## src/rtl/mmio_bus_arbiter_pkg.sv

```systemverilog
// Shared MMIO bus constants, address field slices and arbiter state encoding.
// Optional macro MMIO_ARB_LOCK_EN (used by the arbiter and its interface) enables bus locking.
package mmio_pkg;

  localparam int unsigned MMIO_ADDR_W = 21;
  localparam int unsigned MMIO_DATA_W = 32;

  // The MMIO controller decodes addr[10:5] as core and addr[4:0] as register.
  localparam int unsigned CORE_MSB = 10;
  localparam int unsigned CORE_LSB = 5;
  localparam int unsigned REG_MSB  = 4;
  localparam int unsigned REG_LSB  = 0;

  typedef enum logic [1:0] {
    ARB_IDLE,
    ARB_ACCESS,
    ARB_ACK
  } arb_state_t;

  function automatic logic [CORE_MSB-CORE_LSB:0] mmio_core_sel(input logic [MMIO_ADDR_W-1:0] addr);
    return addr[CORE_MSB:CORE_LSB];
  endfunction

  function automatic logic [REG_MSB-REG_LSB:0] mmio_reg_sel(input logic [MMIO_ADDR_W-1:0] addr);
    return addr[REG_MSB:REG_LSB];
  endfunction

endpackage

```

## src/rtl/mmio_bus_arbiter_if.sv

```systemverilog
// Request and MMIO bus signals between the masters/controller and the arbiter.
// MMIO_ARB_LOCK_EN adds the per-master req_lock signal.
interface mmio_bus_arbiter_if
  import mmio_pkg::*;
#(
  parameter int unsigned NUM_REQ = 4,
  parameter int unsigned ADDR_W  = MMIO_ADDR_W,
  parameter int unsigned DATA_W  = MMIO_DATA_W
);

  localparam int unsigned ID_W = $clog2(NUM_REQ);

  logic [NUM_REQ-1:0]             req_valid;
  logic [NUM_REQ-1:0]             req_wr;
  logic [NUM_REQ-1:0][ADDR_W-1:0] req_addr;
  logic [NUM_REQ-1:0][DATA_W-1:0] req_wr_data;
`ifdef MMIO_ARB_LOCK_EN
  logic [NUM_REQ-1:0]             req_lock;
`endif
  logic [NUM_REQ-1:0]             req_ack;
  logic [DATA_W-1:0]              req_rd_data;
  logic [ID_W-1:0]                grant_id;
  logic                           busy;

  logic                           mmio_cs;
  logic                           mmio_wr;
  logic                           mmio_rd;
  logic [ADDR_W-1:0]              mmio_addr;
  logic [DATA_W-1:0]              mmio_wr_data;
  logic [DATA_W-1:0]              mmio_rd_data;

  // Requesting masters together with the MMIO controller side of the bus.
  modport master (
`ifdef MMIO_ARB_LOCK_EN
    output req_lock,
`endif
    output req_valid, req_wr, req_addr, req_wr_data,
    input  req_ack, req_rd_data, grant_id, busy,
    input  mmio_cs, mmio_wr, mmio_rd, mmio_addr, mmio_wr_data,
    output mmio_rd_data
  );

  modport slave (
`ifdef MMIO_ARB_LOCK_EN
    input  req_lock,
`endif
    input  req_valid, req_wr, req_addr, req_wr_data,
    output req_ack, req_rd_data, grant_id, busy,
    output mmio_cs, mmio_wr, mmio_rd, mmio_addr, mmio_wr_data,
    input  mmio_rd_data
  );

endinterface

```

## src/rtl/mmio_bus_arbiter_rr_picker.sv

```systemverilog
// Combinational round-robin picker: first valid request strictly after ptr_i, wrapping,
// with ptr_i itself searched last.
module mmio_rr_picker #(
  parameter int unsigned NUM_REQ = 4,
  parameter int unsigned ID_W    = $clog2(NUM_REQ)
) (
  input  logic [NUM_REQ-1:0] valid_i,
  input  logic [ID_W-1:0]    ptr_i,
  output logic [ID_W-1:0]    idx_o,
  output logic               found_o
);

  int unsigned cand;

  always_comb begin
    idx_o   = '0;
    found_o = 1'b0;
    cand    = 0;
    for (int unsigned i = 1; i <= NUM_REQ; i++) begin
      cand = (32'(ptr_i) + i) % NUM_REQ;
      if (!found_o && valid_i[cand[ID_W-1:0]]) begin
        found_o = 1'b1;
        idx_o   = cand[ID_W-1:0];
      end
    end
  end

endmodule

```

## src/rtl/mmio_bus_arbiter.sv

```systemverilog
// Round-robin arbiter sharing one MMIO bus between NUM_REQ masters: IDLE -> ACCESS -> ACK.
// Define MMIO_ARB_LOCK_EN to let a master hold the bus across transactions via req_lock.
module mmio_bus_arbiter
  import mmio_pkg::*;
#(
  parameter int unsigned NUM_REQ = 4,
  parameter int unsigned ADDR_W  = MMIO_ADDR_W,
  parameter int unsigned DATA_W  = MMIO_DATA_W
) (
  input logic             clk,
  input logic             rst,
  mmio_bus_arbiter_if.slave bus
);

  localparam int unsigned     ID_W     = $clog2(NUM_REQ);
  localparam logic [ID_W-1:0] PTR_INIT = ID_W'(NUM_REQ - 1);

  arb_state_t         state_q;
  logic [ID_W-1:0]    ptr_q;
  logic [ID_W-1:0]    grant_id_q;
  logic [NUM_REQ-1:0] ack_q;
  logic [DATA_W-1:0]  rd_data_q;
  logic               cs_q;
  logic               wr_q;
  logic               rd_q;
  logic [ADDR_W-1:0]  addr_q;
  logic [DATA_W-1:0]  wdata_q;
  logic               busy_q;

  logic [NUM_REQ-1:0] pick_valid;
  logic [ID_W-1:0]    win;
  logic               found;

`ifdef MMIO_ARB_LOCK_EN
  logic lock_q;
  logic lat_lock_q;

  // While locked only the holder (the last winner, ptr_q) may be granted.
  assign pick_valid = lock_q
                    ? (bus.req_valid & ({{(NUM_REQ-1){1'b0}}, 1'b1} << ptr_q))
                    : bus.req_valid;
`else
  assign pick_valid = bus.req_valid;
`endif

  mmio_rr_picker #(
    .NUM_REQ (NUM_REQ),
    .ID_W    (ID_W)
  ) u_picker (
    .valid_i (pick_valid),
    .ptr_i   (ptr_q),
    .idx_o   (win),
    .found_o (found)
  );

  always_ff @(posedge clk) begin
    if (rst) begin
      state_q    <= ARB_IDLE;
      ptr_q      <= PTR_INIT;
      grant_id_q <= '0;
      ack_q      <= '0;
      rd_data_q  <= '0;
      cs_q       <= 1'b0;
      wr_q       <= 1'b0;
      rd_q       <= 1'b0;
      addr_q     <= '0;
      wdata_q    <= '0;
      busy_q     <= 1'b0;
`ifdef MMIO_ARB_LOCK_EN
      lock_q     <= 1'b0;
      lat_lock_q <= 1'b0;
`endif
    end else begin
      unique case (state_q)
        ARB_IDLE: begin
          if (found) begin
            ptr_q      <= win;
            grant_id_q <= win;
            cs_q       <= 1'b1;
            wr_q       <= bus.req_wr[win];
            rd_q       <= ~bus.req_wr[win];
            addr_q     <= bus.req_addr[win];
            wdata_q    <= bus.req_wr_data[win];
            busy_q     <= 1'b1;
`ifdef MMIO_ARB_LOCK_EN
            lat_lock_q <= bus.req_lock[win];
`endif
            state_q    <= ARB_ACCESS;
          end
        end
        ARB_ACCESS: begin
          cs_q              <= 1'b0;
          wr_q              <= 1'b0;
          rd_q              <= 1'b0;
          addr_q            <= '0;
          wdata_q           <= '0;
          rd_data_q         <= wr_q ? '0 : bus.mmio_rd_data;
          ack_q[grant_id_q] <= 1'b1;
`ifdef MMIO_ARB_LOCK_EN
          lock_q            <= lat_lock_q;
`endif
          state_q           <= ARB_ACK;
        end
        ARB_ACK: begin
          ack_q     <= '0;
          rd_data_q <= '0;
          busy_q    <= 1'b0;
          state_q   <= ARB_IDLE;
        end
        default: state_q <= ARB_IDLE;
      endcase
    end
  end

  assign bus.req_ack      = ack_q;
  assign bus.req_rd_data  = rd_data_q;
  assign bus.grant_id     = grant_id_q;
  assign bus.busy         = busy_q;
  assign bus.mmio_cs      = cs_q;
  assign bus.mmio_wr      = wr_q;
  assign bus.mmio_rd      = rd_q;
  assign bus.mmio_addr    = addr_q;
  assign bus.mmio_wr_data = wdata_q;

endmodule
```

## src/flat_wrapper.sv

```systemverilog
// flat-port wrapper written by rule: the top's interface ports become plain ports
module mmio_bus_arbiter_flat import mmio_pkg::*;
#(
  parameter int unsigned NUM_REQ = 4,
  parameter int unsigned ADDR_W  = MMIO_ADDR_W,
  parameter int unsigned DATA_W  = MMIO_DATA_W
)
  (clk, rst, bus_req_valid, bus_req_wr, bus_req_addr, bus_req_wr_data, bus_req_ack, bus_req_rd_data, bus_grant_id, bus_busy, bus_mmio_cs, bus_mmio_wr, bus_mmio_rd, bus_mmio_addr, bus_mmio_wr_data, bus_mmio_rd_data);
  mmio_bus_arbiter_if #(.NUM_REQ(NUM_REQ), .ADDR_W(ADDR_W), .DATA_W(DATA_W)) bus_i ();
  input logic clk;
  input logic rst;
  input wire logic [$bits(bus_i.req_valid)-1:0] bus_req_valid;
  input wire logic [$bits(bus_i.req_wr)-1:0] bus_req_wr;
  input wire logic [$bits(bus_i.req_addr)-1:0] bus_req_addr;
  input wire logic [$bits(bus_i.req_wr_data)-1:0] bus_req_wr_data;
  output wire logic [$bits(bus_i.req_ack)-1:0] bus_req_ack;
  output wire logic [$bits(bus_i.req_rd_data)-1:0] bus_req_rd_data;
  output wire logic [$bits(bus_i.grant_id)-1:0] bus_grant_id;
  output wire logic [$bits(bus_i.busy)-1:0] bus_busy;
  output wire logic [$bits(bus_i.mmio_cs)-1:0] bus_mmio_cs;
  output wire logic [$bits(bus_i.mmio_wr)-1:0] bus_mmio_wr;
  output wire logic [$bits(bus_i.mmio_rd)-1:0] bus_mmio_rd;
  output wire logic [$bits(bus_i.mmio_addr)-1:0] bus_mmio_addr;
  output wire logic [$bits(bus_i.mmio_wr_data)-1:0] bus_mmio_wr_data;
  input wire logic [$bits(bus_i.mmio_rd_data)-1:0] bus_mmio_rd_data;
  assign bus_i.req_valid = bus_req_valid;
  assign bus_i.req_wr = bus_req_wr;
  assign bus_i.req_addr = bus_req_addr;
  assign bus_i.req_wr_data = bus_req_wr_data;
  assign bus_req_ack = bus_i.req_ack;
  assign bus_req_rd_data = bus_i.req_rd_data;
  assign bus_grant_id = bus_i.grant_id;
  assign bus_busy = bus_i.busy;
  assign bus_mmio_cs = bus_i.mmio_cs;
  assign bus_mmio_wr = bus_i.mmio_wr;
  assign bus_mmio_rd = bus_i.mmio_rd;
  assign bus_mmio_addr = bus_i.mmio_addr;
  assign bus_mmio_wr_data = bus_i.mmio_wr_data;
  assign bus_i.mmio_rd_data = bus_mmio_rd_data;
  mmio_bus_arbiter #(.NUM_REQ(NUM_REQ), .ADDR_W(ADDR_W), .DATA_W(DATA_W)) u_core (.clk(clk), .rst(rst), .bus(bus_i));
endmodule
```

## config.mk

```make
export PLATFORM = sky130hd
export DESIGN_NAME = mmio_bus_arbiter_flat
export DESIGN_NICKNAME = d
export VERILOG_FILES = /design/src/rtl/mmio_bus_arbiter_pkg.sv /design/src/rtl/mmio_bus_arbiter_if.sv /design/src/rtl/mmio_bus_arbiter_rr_picker.sv /design/src/rtl/mmio_bus_arbiter.sv /design/src/flat_wrapper.sv
export SDC_FILE = /design/constraint.sdc
export NUM_CORES = 1
export LEC_CHECK = 0
export ABC_AREA = 1
export BUFFER_PORTS_ARGS = -buffer_cell sky130_fd_sc_hd__buf_2
export CAP_MARGIN = 25
export CORE_AREA = 2 2 136 138
export CTS_CLUSTER_SIZE = 28
export DETAILED_ROUTE_END_ITERATION = 6
export DIE_AREA = 0 0 138 140
export GPL_ROUTABILITY_DRIVEN = 0
export HOLD_SLACK_MARGIN = 0.15
export PLACE_DENSITY = 0.8
export SYNTH_ARGS = -nofsm -noshare
export SYNTH_HDL_FRONTEND = slang
export SYNTH_SLANG_ARGS = --single-unit
```

## constraint.sdc

```tcl
create_clock -name clk -period 1.8 [get_ports clk]
set_clock_uncertainty 0.1 [all_clocks]
set_input_delay 0.27 -clock clk [delete_from_list [all_inputs] [get_ports clk]]
set_output_delay 0.27 -clock clk [all_outputs]
set_load 0.03 [all_outputs]
```

==> run summary, run 1 <==
CRITICAL PATH
--------------------------------------------------------------------------------
Worst-path cell chain                                               buf_6 -> nand2_4 -> nand2_4 -> nand2_1 -> nand2_4 -> o21ai_2 -> nand2_2 -> a21oi_4 -> buf_12 -> buf_12 -> buf_12 -> nand3_1 -> nand2_1 -> nand2_1 -> a21oi_2
Worst setup endpoint                                                u_core.bus.mmio_wr_data[8]
R2R depth                                                                     15
Worst setup SP type                                                    flip-flop
Buffer and inverter count on the worst path                                    4
Worst flop-to-flop path endpoint                                    u_core.bus.mmio_wr_data[8]
Category of the most critical setup path                            flip-flop to flip-flop
Biggest fanout along the worst timing path                                     6
Largest stage delay, worst path                                          0.38 ns
Required time of the critical path                                       2.00 ns
Arrival time reported for the critical path endpoint                     2.46 ns
Logic depth of the worst path, buffers included                               15
Cell class contributing the biggest share of worst-path delay       simple AND/OR/NAND/NOR gates
Flop2flop setup slack                                                   -0.46 ns
Cell with the biggest individual delay on the critical path         sky130_fd_sc_hd__dfxtp_4
Kind of end point of the critical path                                 flip-flop
Crit path launch                                                    u_core.ptr_q[0]
Startpoint of the most critical register-to-register path           u_core.ptr_q[0]

TIMING
--------------------------------------------------------------------------------
Worst-case setup margin in the final layout                            -0.461 ns
Max Clock Freq                                                           442 MHz
Relative slew margins                                                      78.1%
Minimum clock period                                                     2.26 ns
Unrepaired setup endpoints after global routing                             true
Post-route fraction of the period consumed by the critical path             126%
Worst Hold Margin                                                       0.177 ns
Setup-violating endpoint count in the final report                            63
Final max-slew violation count                                                 0
Worst-margin pin slew                                                   0.329 ns
Number of failing hold endpoints at the final stage                            0
Sum of negative setup slack                                            -23.93 ns

YOSYS
--------------------------------------------------------------------------------
Most common cell in the synthesized netlist                         sky130_fd_sc_hd__nand2_1
Number of enable flip-flop cells after synthesis                               0
Cells after synthesis                                                      1,146
Area share of the largest cell type after synthesis                        28.4%
Most area-consuming cells after synthesis                           sky130_fd_sc_hd__dfxtp_1 (28%), sky130_fd_sc_hd__nand2_1 (20%), sky130_fd_sc_hd__inv_1 (12%), sky130_fd_sc_hd__nand4_1 (9.8%), sky130_fd_sc_hd__nand3_1 (8.5%)
Number of storage elements in the synthesis netlist                           99
Fraction of registers with async set or reset after synthesis                 0%
Register area share after synthesis                                        28.4%
Syn nets                                                                   1,404
Synthesized area                                                       6980 um^2
Post-synthesis cell type count                                                27
Synth area leader                                                   sky130_fd_sc_hd__dfxtp_1
Ranking of synthesized cells by instance count                      sky130_fd_sc_hd__nand2_1 (371), sky130_fd_sc_hd__inv_1 (232), sky130_fd_sc_hd__nand3_1 (119)
Average cell area after synthesis                                      6.09 um^2
Most used DFF post-synth                                            sky130_fd_sc_hd__dfxtp_1
Number of synthesis warnings                                                   0

FLOORPLANNING
--------------------------------------------------------------------------------
Die Ht                                                                    140 um
Die area                                                             19,300 um^2
Number of placement rows                                                      49
Std-Cell Core Area                                                   17,800 um^2
Effective utilization at floorplan                                         39.2%
Die outline width                                                         138 um
Total I/O pin count                                                          349

FINISH
--------------------------------------------------------------------------------
Post-route cell area                                                 11,600 um^2
Synthesis-to-finish area growth                                            66.7%
Ratio of cells with drive above 1 in the final layout                      45.3%
Layout net count                                                           1,811
Number of standard cells in the final layout excluding fillers             1,788

DETAILED ROUTING
--------------------------------------------------------------------------------
Total wirelength of the detailed-routed design                         31,700 um
Routed WL per cell                                                       17.7 um
Detail-routed via count per cell                                            5.34
Via Count                                                                  9,553
Post-route ant nets                                                            0
Drt first pass iters                                                           6
Post-detailed-route DRC marker count                                           0
Number of DRC markers after the initial detailed-route iteration           1,032

MIN PATH
--------------------------------------------------------------------------------
Worst min-delay path class                                          input pin to flip-flop
Hold Path Cell Cnt                                                             2
Start point of the worst hold path                                           rst

GLOBAL ROUTE
--------------------------------------------------------------------------------
Gr ovfl total                                                                  0
Maximum number of pins on one net before global-route repair                  43
First-pass GRT wire length                                             43,900 um
Number of antenna violations at the first check in global routing              1
Via count of the first global-routing pass                                 9,094
All-layer global routing usage                                             27.6%

PLACE
--------------------------------------------------------------------------------
IO Port Bufs                                                                 348
Post-detail-place hpwl                                                 18,500 um
Post-placement cell area                                               9320 um^2
Dpl cells                                                                  1,698

POWER AND IR DROP
--------------------------------------------------------------------------------
Peak supply drop                                                       0.00161 V
Cell area power density                                             2510 nW/um^2
Leak Pwr                                                              0.00643 uW

OUTCOME
--------------------------------------------------------------------------------
Violated checks                                                     setup timing
Run status                                                          finished with violations

JOB
--------------------------------------------------------------------------------
Number of maximum-capacitance violations                                       0

CLOCKING
--------------------------------------------------------------------------------
Worst-case clock buffer depth                                                  2
Cell at the root of the clock tree                                  sky130_fd_sc_hd__clkbuf_16
Number of levels the H-tree was split into                                     3
CTS Buf Count                                                                  9
Clock tree from TritonCTS                                                  built
Sink count of the clock tree                                                  99
Clock transition at the registers of the reported paths                  0.08 ns
Clock latency reported for the late side of the worst-skew pair          0.36 ns

## state kept, by name, indices dropped and copies added, names as in the netlist
register	flops
u_core.bus.mmio_wr_data	32
u_core.bus.req_rd_data	32
u_core.bus.mmio_addr	21
u_core.bus.req_ack	4
u_core.bus.grant_id	2
u_core.ptr_q	2
u_core.state_q	2
u_core.bus.busy	1
u_core.bus.mmio_cs	1
u_core.bus.mmio_rd	1
u_core.bus.mmio_wr	1
## placed cells by master (no fill, tap or decap), types with 41 or more instances in the layout
master,n
sky130_fd_sc_hd__a21oi_2,53
sky130_fd_sc_hd__nand3_2,67
sky130_fd_sc_hd__nand2_2,51
sky130_fd_sc_hd__a21oi_1,43
sky130_fd_sc_hd__nand2_4,41
sky130_fd_sc_hd__inv_1,228
sky130_fd_sc_hd__nand4_1,109
sky130_fd_sc_hd__buf_2,347
sky130_fd_sc_hd__dfxtp_1,95
sky130_fd_sc_hd__nand2_1,287
sky130_fd_sc_hd__nand3_1,52
## layer usage
metal / vias up / track usage [%] / wire length, um
li1: 4423 / - / -
met1: 4367 / 32.4 / 11800
met2: 615 / 47.8 / 15300
met3: 148 / 5.44 / 2790
met4: 0 / 14.5 / 1790
met5: - / 0 / 0
## logic make-up (layout without fill, tap and decap cells)
| logic type | Yosys count | after routing | share of synthesized area (%) |
|---|---|---|---|
| other | 0 | 1 | 0 |
| flip-flops | 99 | 99 | 28.4 |
| AO/OA/AOI/OAI | 105 | 105 | 10.4 |
| buffers and inverters | 322 | 734 | 20.2 |
| AND/OR/NAND/NOR | 616 | 616 | 40.2 |
| adder cells (fa/ha/maj) | 4 | 4 | 0.718 |
## what timing repair did
item | in CTS | in global routing
setup buffers | 12 | 4
setup endpoints to repair | 63 | 95
resized for setup | 69 | 165
pin swaps | 51 | 66
cloned | 6 | 20
hold buffers | 32 | 0
endpoints found under the hold margin | 32 | 0
## worst min path at each step
stage / endpoint / slack (ns)
global route: u_core.bus.mmio_cs / 0.17
floorplan: u_core.bus.req_rd_data[10] / 0.31
global placement: u_core.bus.req_ack[3] / 0.34
finish: u_core.bus.mmio_cs / 0.18
detailed placement: u_core.bus.req_ack[0] / 0.35
CTS: u_core.bus.mmio_cs / 0.17
## cell type report
cell class | count | area (um^2)
Antenna cell | 1 | 2.50
Clock buffer | 10 | 239
Clock inverter | 6 | 78.8
Fill cell | 1463 | 6150
Inverter | 236 | 896
Multi-Input combinational cell | 725 | 4430
Sequential cell | 99 | 1990
Tap cell | 229 | 287
Timing Repair Buffer | 482 | 3710
## worst reg2reg max path, stage by stage, from the launching register on
cell	delay (ns)
sky130_fd_sc_hd__dfxtp_4	0.38
sky130_fd_sc_hd__buf_6	0.14
sky130_fd_sc_hd__nand2_4	0.07
sky130_fd_sc_hd__nand2_4	0.07
sky130_fd_sc_hd__nand2_1	0.14
sky130_fd_sc_hd__nand2_4	0.10
sky130_fd_sc_hd__o21ai_2	0.16
sky130_fd_sc_hd__nand2_2	0.12
sky130_fd_sc_hd__a21oi_4	0.17
sky130_fd_sc_hd__buf_12	0.14
sky130_fd_sc_hd__buf_12	0.13
sky130_fd_sc_hd__buf_12	0.12
sky130_fd_sc_hd__nand3_1	0.10
sky130_fd_sc_hd__nand2_1	0.07
sky130_fd_sc_hd__nand2_1	0.07
sky130_fd_sc_hd__a21oi_2	0.11
## power breakdown
| group | total (uW) | internal (uW) | switching [uW] |
|---|---|---|---|
| sequential | 3330 | 2900 | 435 |
| combinational | 23700 | 10300 | 13400 |
| clock | 2130 | 1150 | 986 |
## stage by stage
step                      total power, uW  util [%]  setup WS, ns
after floorplan                     14500         -       -0.0939
after global placement              19000      52.4        -0.265
after detailed placement            19200      52.4        -0.315
after CTS                           23700      59.1        -0.273
after global routing                30700      65.4        -0.553
final                               29100      65.4        -0.461
(Power assumes the default switching activity.)
==> run 2, diff against run 1 <==
- CELL_PAD_IN_SITES_DETAIL_PLACEMENT: default -> 0
- CELL_PAD_IN_SITES_GLOBAL_PLACEMENT: default -> 1
- CORE_AREA: 2 2 136 138 -> default
- CORE_MARGIN: default -> 1.5
- CORE_UTILIZATION: default -> 30
- DIE_AREA: 0 0 138 140 -> default
- PLACE_DENSITY: 0.8 -> 0.88
- clock period: 1.8 -> 2.1 ns (I/O delays scaled with it)
==> run 2 against run 1 <==
The flow still finishes with violations (setup timing). First-iteration DRC count is 48% lower. Via count decreased by 8.7%. Critical path depth is 1 higher. Count of clock-buffer cells in the layout unchanged. Wire length fell by 8.9%. Critical endpoint is now u_core.bus.mmio_wr_data[20]. Largest power group unchanged.
==> run summary, run 2 (synthesis gave the netlist of run 1 again) <==
POWER AND IR DROP
--------------------------------------------------------------------------------
Cell area power density                                             2030 nW/um^2   -19%
Leak Pwr                                                              0.00609 uW   -5.2%
Overall power                                                          22,400 uW   -23%
Peak supply drop                                                      0.000851 V   -47%

DETAILED ROUTING
--------------------------------------------------------------------------------
Routed WL per cell                                                       15.8 um   -11%
Post-detailed-route DRC marker count                                           0   unchanged
Drt first pass iters                                                           6   unchanged
Total wirelength of the detailed-routed design                         28,900 um   -8.9%
Number of DRC markers after the initial detailed-route iteration             534   -48%
Highest metal used                                                          met5
M1 wire length                                                         12,200 um   +3.5%
Met2 wire length                                                       14,200 um   -7.1%
Detail-routed via count per cell                                            4.78   -11%
Routed length on met3                                                    1740 um   -38%
Via Count                                                                  8,721   -8.7%
Post-route ant nets                                                            0   unchanged

CRITICAL PATH
--------------------------------------------------------------------------------
Biggest fanout along the worst timing path                                    14   +8
Flop2flop setup slack                                                   -0.04 ns   +0.42 ns
Largest stage delay, worst path                                          0.37 ns   about the same
Startpoint of the most critical register-to-register path           u_core.ptr_q[0]
Crit path launch                                                    u_core.ptr_q[0]
Cell with the biggest individual delay on the critical path         sky130_fd_sc_hd__dfxtp_4
Worst setup SP type                                                    flip-flop
Buffer and inverter count on the worst path                                    4   unchanged
Most common cell on crit path                                       sky130_fd_sc_hd__nand2_4
Category of the most critical setup path                            flip-flop to flip-flop
R2R depth                                                                     16   +1
Arrival time reported for the critical path endpoint                     2.29 ns   -0.17 ns
Cell class contributing the biggest share of worst-path delay       simple AND/OR/NAND/NOR gates
Worst flop-to-flop path endpoint                                    u_core.bus.mmio_wr_data[20]
Worst-path cell chain                                               buf_12 -> inv_8 -> nand2_4 -> nand2_4 -> nand2_4 -> nand2_4 -> nor2_4 -> nand3_4 -> nand3_4 -> clkbuf_16 -> clkbuf_16 -> nand2_1 -> nand3_2 -> nand2_1 -> nand2_1 -> a21oi_2
Kind of end point of the critical path                                 flip-flop
Required time of the critical path                                       2.25 ns   +0.25 ns

FLOORPLANNING
--------------------------------------------------------------------------------
Die outline width                                                         155 um   +13%
Total I/O pin count                                                          349   unchanged
Die Ht                                                                    155 um   +11%
Effective utilization at floorplan                                         30.7%   -8.5 points
Std-Cell Core Area                                                   22,700 um^2   +28%
Number of placement rows                                                      55   +12%
Die area                                                             24,200 um^2   +25%

CLOCKING
--------------------------------------------------------------------------------
Clock transition at the registers of the reported paths                  0.08 ns   about the same
Worst-case clock buffer depth                                                  2   unchanged
Cell at the root of the clock tree                                  sky130_fd_sc_hd__clkbuf_16
Clock tree from TritonCTS                                                  built
Number of levels the H-tree was split into                                     3   unchanged
Sink count of the clock tree                                                  99   unchanged
CTS Buf Count                                                                  9   unchanged
Clock latency reported for the late side of the worst-skew pair          0.36 ns   about the same

FINISH
--------------------------------------------------------------------------------
Commonest non-fill, non-tap cells in the layout                     sky130_fd_sc_hd__buf_2 (347), sky130_fd_sc_hd__nand2_1 (305), sky130_fd_sc_hd__inv_1 (232)
Post-route cell area                                                 11,000 um^2   -5.2%
Ratio of cells with drive above 1 in the final layout                      41.0%   -4.2 points
Antenna diode count                                                            0   -1
Fillcell total                                                             2,330   +59%
Most common cell after layout, fill and taps aside                  sky130_fd_sc_hd__buf_2
Layout net count                                                           1,792   -1.0%
Synthesis-to-finish area growth                                            58.1%

GLOBAL ROUTE
--------------------------------------------------------------------------------
Maximum number of pins on one net before global-route repair                  70   +63%
Number of antenna violations at the first check in global routing              1   unchanged
All-layer global routing usage                                             21.0%   -6.6 points
Via count of the first global-routing pass                                 8,020   -12%
Gr ovfl total                                                                  0   unchanged
First-pass GRT wire length                                             40,800 um   -7.2%

TIMING
--------------------------------------------------------------------------------
Unrepaired setup endpoints after global routing                             true
Setup-violating endpoint count in the final report                            36   -43%
Final max-slew violation count                                                 0   unchanged
Post-route fraction of the period consumed by the critical path             102%   -24 points
Worst-margin pin slew                                                   0.443 ns   +0.114 ns
Number of failing hold endpoints at the final stage                            0   unchanged
Max Clock Freq                                                           467 MHz   +5.6%
Relative slew margins                                                      70.5%   -7.6 points
Minimum clock period                                                     2.14 ns   -0.120 ns
Worst Hold Margin                                                       0.264 ns   +0.0869 ns
Worst-case setup margin in the final layout                           -0.0409 ns   +0.420 ns

PLACE
--------------------------------------------------------------------------------
Post-detail-place hpwl                                                 18,500 um   about the same
Post-placement cell area                                               9200 um^2   -1.3%
IO Port Bufs                                                                 348   unchanged

JOB
--------------------------------------------------------------------------------
Number of maximum-capacitance violations                                       0   unchanged

MIN PATH
--------------------------------------------------------------------------------
Start point of the worst hold path                                           rst
Hold Path Cell Cnt                                                             2   unchanged
Hold-critical path endpoint                                         u_core.bus.req_rd_data[29]
Worst min-delay path class                                          input pin to flip-flop

OUTCOME
--------------------------------------------------------------------------------
Run status                                                          finished with violations
Violated checks                                                     setup timing

==> run 2: changes by cell type in the layout (fill, tap and decap cells not counted), moves of 3 or more <==
| cell | previous run | this run |
|---|---|---|
| sky130_fd_sc_hd__buf_6 | 11 | 2 |
| sky130_fd_sc_hd__inv_2 | 5 | 1 |
| sky130_fd_sc_hd__nand3_2 | 67 | 41 |
| sky130_fd_sc_hd__nand2_4 | 41 | 21 |
| sky130_fd_sc_hd__buf_16 | 7 | 2 |
| sky130_fd_sc_hd__inv_1 | 228 | 232 |
| sky130_fd_sc_hd__o21ai_0 | 0 | 3 |
| sky130_fd_sc_hd__o21ai_2 | 4 | 1 |
| sky130_fd_sc_hd__nand2_1 | 287 | 305 |
| sky130_fd_sc_hd__buf_12 | 33 | 28 |
| sky130_fd_sc_hd__dfxtp_2 | 3 | 0 |
| sky130_fd_sc_hd__nand3_1 | 52 | 78 |
==> run 2: layout make-up <==
type	instances	area [um^2]	area share, %
Clock buffer	10	239	2.17
Timing Repair Buffer	461	3350	30.4
Tap cell	285	357	3.23
Clock inverter	6	55.1	0.499
Timing Repair inverter	1	6.26	0.0567
Multi-Input combinational cell	726	4130	37.4
Sequential cell	99	1990	18.0
Inverter	236	898	8.15
==> run 2: how the worst max path moves through the flow <==
stage                                   to  slack, ns  depth (start not counted)
5_1_grt        u_core.bus.mmio_wr_data[20]      -0.15                         17
6_report       u_core.bus.mmio_wr_data[20]      -0.04                         16
3_3_place_gp   u_core.bus.mmio_wr_data[31]      -0.12                         14
3_5_place_dp            u_core.bus.mmio_wr      -0.17                         14
4_1_cts                 u_core.bus.mmio_wr      0.002                         14
2_1_floorplan   u_core.bus.mmio_wr_data[0]       0.17                         15
==> run 2: per-stage QoR <==
step	utilization, %	TNS [ns]	cells	worst slack, ns
after floorplan	-	0	1146	0.170
after global placement	40.5	-3.62	1743	-0.120
after detailed placement	40.5	-6.58	1743	-0.171
after CTS	43.4	0	1793	0.00212
after global routing	48.6	-6.16	1824	-0.149
final	48.6	-0.605	1824	-0.0409
==> run 2: power by group <==
part	switching [uW]	internal, uW	leakage, uW	total (uW)
clock network	836	862	0.000139	1700
registers	309	2480	0.000812	2790
logic	10300	7530	0.00514	17900
==> run 2: per-layer routing <==
layer	vias to the layer above	global-route usage [%]
met2	337	37.5
met5	-	0
met3	55	3.48
li1	4377	-
met4	2	7.07
met1	3950	25.5
==> run 2: what timing repair did <==
action                                  4_1_cts  5_1_grt
hold buffers                                 32        0
gates resized for setup                       5      164
endpoints found under the setup margin       56       55
gates cloned                                  1       19
pin swaps                                     2       56
hold endpoints to repair                     32        0
buffers inserted                              1       12
==> run 2: worst register-to-register path: cells and delay by family, from the launching register on <==
| family | cells | cell delay [ns] |
|---|---|---|
| simple gates | 11 | 0.97 |
| buf+inv | 4 | 0.54 |
| compound gates | 1 | 0.05 |
| flops | 1 | 0.37 |
